### src/rtl/framebuffer_reader.sv
// Framebuffer reader: fetches pixel words from memory into a small
// first-word-fall-through FIFO that feeds the display pipeline.
module framebuffer_reader #(
   parameter logic [18:0] FB_BASE = 19'd0,
   parameter int          NPIX    = 307200,
   parameter int          DEPTH   = 16
) (
   input  logic        i_pixclk,
   input  logic        i_reset_n,
   input  logic        i_rd,
   input  logic        i_newframe,
   output logic [7:0]  o_red,
   output logic [7:0]  o_grn,
   output logic [7:0]  o_blu,
   output logic        o_mem_req,
   output logic [18:0] o_mem_addr,
   input  logic        i_mem_ack,
   input  logic [23:0] i_mem_data,
   output logic        o_underflow
);

   localparam int AW = $clog2(DEPTH);
   localparam logic [AW:0] FULL = (AW+1)'(DEPTH);
   localparam logic [18:0] ADDR_LAST = FB_BASE + 19'(NPIX - 1);

   typedef enum logic [1:0] {
      IDLE,
      REQ,
      DISCARD
   } state_t;

   state_t         state;
   logic           mem_req;
   logic           underflow;
   logic [18:0]    addr;
   logic [18:0]    addr_inc;
   logic [23:0]    fifo [DEPTH];
   logic [AW-1:0]  wr_ptr;
   logic [AW-1:0]  rd_ptr;
   logic [AW:0]    count;
   logic [AW:0]    count_nx;
   logic           empty;
   logic           push;
   logic           pop;
   logic [23:0]    head;

   always_comb begin
      empty    = (count == '0);
      pop      = i_rd && !empty && !i_newframe;
      push     = (state == REQ) && i_mem_ack && !i_newframe;
      addr_inc = (addr == ADDR_LAST) ? FB_BASE : addr + 19'd1;
      count_nx = count;
      if (i_newframe)
         count_nx = '0;
      else
         count_nx = count + {{AW{1'b0}}, push} - {{AW{1'b0}}, pop};
   end

   // Storage needs no reset: entries are only visible while count > 0.
   always_ff @(posedge i_pixclk) begin
      if (push)
         fifo[wr_ptr] <= i_mem_data;
   end

   always_ff @(posedge i_pixclk) begin
      if (!i_reset_n) begin
         state     <= IDLE;
         mem_req   <= 1'b0;
         count     <= '0;
         wr_ptr    <= '0;
         rd_ptr    <= '0;
         addr      <= FB_BASE;
         underflow <= 1'b0;
      end else begin
         count <= count_nx;
         if (i_newframe) begin
            wr_ptr    <= '0;
            rd_ptr    <= '0;
            addr      <= FB_BASE;
            underflow <= 1'b0;
         end else begin
            if (push) begin
               wr_ptr <= wr_ptr + 1'b1;
               addr   <= addr_inc;
            end
            if (pop)
               rd_ptr <= rd_ptr + 1'b1;
            if (i_rd && empty)
               underflow <= 1'b1;
         end
         // One request in flight at most, so room is judged on count alone.
         unique case (state)
            IDLE: begin
               if (count_nx < FULL) begin
                  state   <= REQ;
                  mem_req <= 1'b1;
               end
            end
            REQ: begin
               if (i_mem_ack) begin
                  state   <= IDLE;
                  mem_req <= 1'b0;
               end else if (i_newframe) begin
                  state   <= DISCARD;
                  mem_req <= 1'b0;
               end
            end
            DISCARD: begin
               // The accepted request still owes one ack; swallow it.
               if (i_mem_ack)
                  state <= IDLE;
            end
            default: begin
               state   <= IDLE;
               mem_req <= 1'b0;
            end
         endcase
      end
   end

   assign head        = empty ? 24'd0 : fifo[rd_ptr];
   assign o_red       = head[23:16];
   assign o_grn       = head[15:8];
   assign o_blu       = head[7:0];
   assign o_mem_req   = mem_req;
   assign o_mem_addr  = addr;
   assign o_underflow = underflow;

endmodule

### config.mk
export PLATFORM = sky130hd
export DESIGN_NAME = framebuffer_reader
export DESIGN_NICKNAME = d
export VERILOG_FILES = /design/src/rtl/framebuffer_reader.sv
export SDC_FILE = /design/constraint.sdc
export NUM_CORES = 1
export LEC_CHECK = 0
export CORE_MARGIN = 5
export CORE_UTILIZATION = 55
export CTS_CLUSTER_SIZE = 16
export DETAILED_ROUTE_END_ITERATION = 10
export GPL_ROUTABILITY_DRIVEN = 0
export HOLD_SLACK_MARGIN = 0.1
export PLACE_DENSITY = 0.7
export SLEW_MARGIN = 10
export SYNTH_ARGS = -nofsm -noshare
export SYNTH_HDL_FRONTEND = slang
export SYNTH_SLANG_ARGS = --single-unit
### constraint.sdc
create_clock -name i_pixclk -period 8.22 [get_ports i_pixclk]
set_clock_uncertainty 0.15 [all_clocks]
set_input_delay 0.822 -clock i_pixclk [delete_from_list [all_inputs] [get_ports i_pixclk]]
set_output_delay 0.822 -clock i_pixclk [all_outputs]
set_load 0.1 [all_outputs]
==> results.txt <==
Status = finished, final reports clean
Layout area overhead = 15.7%
Die W = 184 um
Critical Path Max Stage Delay = 1.21 ns
Busiest grt layer = met2
FF-to-FF End = state[0]$_SDFFE_PN0P_
R2r setup slk = 5.01 ns
Seq pwr share = 49.9%
Critical Path RT = 7.25 ns
CP startpoint kind = flip-flop
I/O Buffers = 73
Finish-stage setup viols = 0
Maximum fanout along the worst path = 45
FF+latch count, synth = 424
Worst-Skew Late Latency = 0.54 ns
Critical path endpoint category = output port
Predominant post-synthesis flop cell = edfxtp_1
Critical path's slowest cell = clkdlybuf4s50_1
CTS clk-pin slew, worst paths = 0.06 ns
Worst slew margin = 24.8%
Syn avg cell area = 18.9 um2
Hold Path Stages = 2
First-pass GRT wire length = 51700 um
CTS Buf Count = 44
Min cycle time layout = 5.40 ns
Die ar. = 33900 um2
Endpoints failing hold = 0
Diode count = 0
Switching Share = 23.4%
Kind of critical path = reg -> out
Share of layout cells above drive strength 1 = 19.6%
Mapped Nets = 924
Logic pwr share = 9.2%
Reg-to-reg startpoint = count[2]$_SDFF_PP0_
Met3 capacity usage during global routing = 3.91%
Storage cell area = 12300 um2
First-pass DRT Iterations = 5
Area leader, netlist = edfxtp_1
Yosys cell types = 52
Via count = 8332
Post-Place Setup Slack = 3.38 ns
Area of the core = 29800 um2
Cts hold-fix bufs = 0
CP cell instances = buf_4, mux2_2, nand2_1, a32oi_1, o211ai_1, o21ai_0, clkdlybuf4s50_1
Clock Sinks = 424
Post-synth ARST share = 0%
Int Pwr = 3.65 mW
Post-synthesis sequential area ratio = 73.9%
Setup Buffers After CTS = 0
H-tree levels = 2
HP Start = o_mem_req$_SDFFE_PN0P_
Final worst path period share = 65.7%
Global route overflow = 0
Number of global-route vias before repair = 8774
Largest net degree at the start of global routing = 60
Most frequent cells after synthesis = edfxtp_1 (384), mux4_2 (76), mux2i_1 (59)
Pleak = 5.96 nW
Met1 GRT Util = 28.3%
Top cells by area, synth = edfxtp_1 (69%), mux4_2 (10%), dfxtp_1 (4.8%)
Total track usage = 20.3%
Layout Cells excl Fill = 1394
PD cells = 247 nW/um2
Mapped cell area = 16700 um2
TNS Setup = 0 ns
Max_cap viols = 0
1st-iter DRT viols = 641
Initial core utilization = 56.0%
Final WS setup = 2.82 ns
Crit path DAT = 4.43 ns
Die height = 184 um
Warnings from Yosys = 0
DR WL/cell = 24.0 um
Residual DRC = 0
Filler cell count = 2043
CTS root buf = clkbuf_16
Post-synth EDFFs = 384
Detailed Route WL = 33500 um
Worst R2R Path Depth = 13
Top-area cell type share of the netlist area = 69.1%
Most frequent cell after synthesis = edfxtp_1
Initial antenna violation count = 1
RSZ-0062 raised after global routing = false
Clock network power share = 41.0%
Hpwl dp = 17600 um
Layout Nets = 1010
Post-cts repair resize count = 0
Clock Path Buffers = 3
Min-Delay Path Class = reg -> reg
Max Slew Vio Count = 0
Via density = 5.98
Area of the multi-input gates = 4190 um2
VDD IR-drop max = 179 uV
I/O pin count = 74
Antenna violation net count after detailed routing = 0
Row count = 63
Cells after synthesis = 883
Max Freq = 185 MHz
Met2 GRT Util = 33.7%
Hold Path End = o_mem_req$_SDFFE_PN0P_
Inst Count DP = 1313
CTS tree = built
Sw Pwr = 1.12 mW
Measured slew at the worst slew-check pin = 1.12 ns
==> cells by family (layout without fill, tap and decap cells) <==
kind of cell,count (synthesis),in the layout,synth area share [%]
AO/OA/AOI/OAI,80,80,3.11
multiplexers,145,145,14.5
adder cells (fa/ha/maj),12,12,0.945
AND/OR/NAND/NOR,145,145,4.51
flip-flops,424,424,73.9
XOR/XNOR,27,27,1.42
buffers and inverters,50,171,1.61
==> power by group through the flow <==
stage / registers, mW / clock network, mW / logic (mW)
4_1_cts: 2.38 / 1.99 / 0.441
2_1_floorplan: 2.43 / 0 / 0.312
3_5_place_dp: 2.42 / 0 / 0.439
3_3_place_gp: 2.42 / 0 / 0.436
6_report: 2.38 / 1.95 / 0.436
5_1_grt: 2.38 / 2.09 / 0.461
==> layout by cell type (no fill, tap or decap), drive strengths merged, types with 2 or more instances in the layout <==
| cell type | count |
|---|---|
| a21oi | 18 |
| and2 | 2 |
| clkdlybuf4s50 | 73 |
| bufinv | 4 |
| o211ai | 12 |
| nor4bb | 2 |
| clkinvlp | 2 |
| nand4 | 7 |
| a32oi | 9 |
| nand3 | 13 |
| buf | 11 |
| o22ai | 14 |
| a211oi | 9 |
| o21ai | 13 |
| dfxtp | 40 |
| edfxtp | 384 |
| clkbuf | 54 |
| xor2 | 18 |
| mux2i | 59 |
| mux4 | 76 |
| nor2b | 11 |
| ha | 11 |
| xnor2 | 9 |
| nor2 | 53 |
| nor3b | 2 |
| inv | 6 |
| clkinv | 21 |
| nor4 | 3 |
| nand2b | 6 |
| and3 | 2 |
| mux2 | 10 |
| nor3 | 7 |
| nand2 | 31 |
==> state kept, by name, indices dropped and copies added, names as in the netlist, named ones only <==
| signal | flops |
|---|---|
| fifo | 384 |
| o_mem_addr | 19 |
| count | 5 |
| rd_ptr | 4 |
| wr_ptr | 4 |
| state | 2 |
| o_mem_req | 1 |
| o_underflow | 1 |
==> per-stage QoR <==
stage | utilization (%) | hold slack [ns] | power (mW) | cell area (um2)
3_5_place_dp | 59.9 | 0.309 | 2.86 | 17900
3_3_place_gp | 59.9 | 0.305 | 2.86 | 17900
5_1_grt | 64.8 | 0.344 | 4.93 | 19300
4_1_cts | 64.8 | 0.321 | 4.80 | 19300
2_1_floorplan | - | 0.322 | 2.74 | 16700
6_report | 64.8 | 0.315 | 4.76 | 19300
==> layout make-up <==
cell class	count	share of cell area (%)
Sequential cell	424	64.0
Timing Repair Buffer	84	4.22
Clock inverter	27	1.29
Inverter	6	0.117
Multi-Input combinational cell	409	21.7
Tap cell	390	2.53
Clock buffer	54	6.17
==> metal layers <==
layer  vias to the layer above  wire length (um)
met5                         -                13
li1                       3711                 -
met2                       247             16900
met3                        51              2030
met4                         2               606
met1                      4321             14000
==> how the worst max path moves through the flow <==
stage	from	end	slack, ns
floorplan	count[2]$_SDFF_PP0_	o_grn[0]	4.00
global placement	flip-flop	o_red[7]	3.41
detailed placement	flip-flop	o_red[7]	3.38
CTS	flip-flop	o_red[7]	2.70
global route	flip-flop	o_red[7]	2.51
finish	flip-flop	o_red[7]	2.82
==> critical path, delay by kind of cell, from the launching register on <==
kind	cells	cell delay, ns
AO/OA/AOI/OAI	3	0.70
buffers and inverters	2	1.99
flip-flops	1	0.79
multiplexers	1	0.29
AND/OR/NAND/NOR	1	0.07
Note: power is estimated with default switching activity, not from simulation.
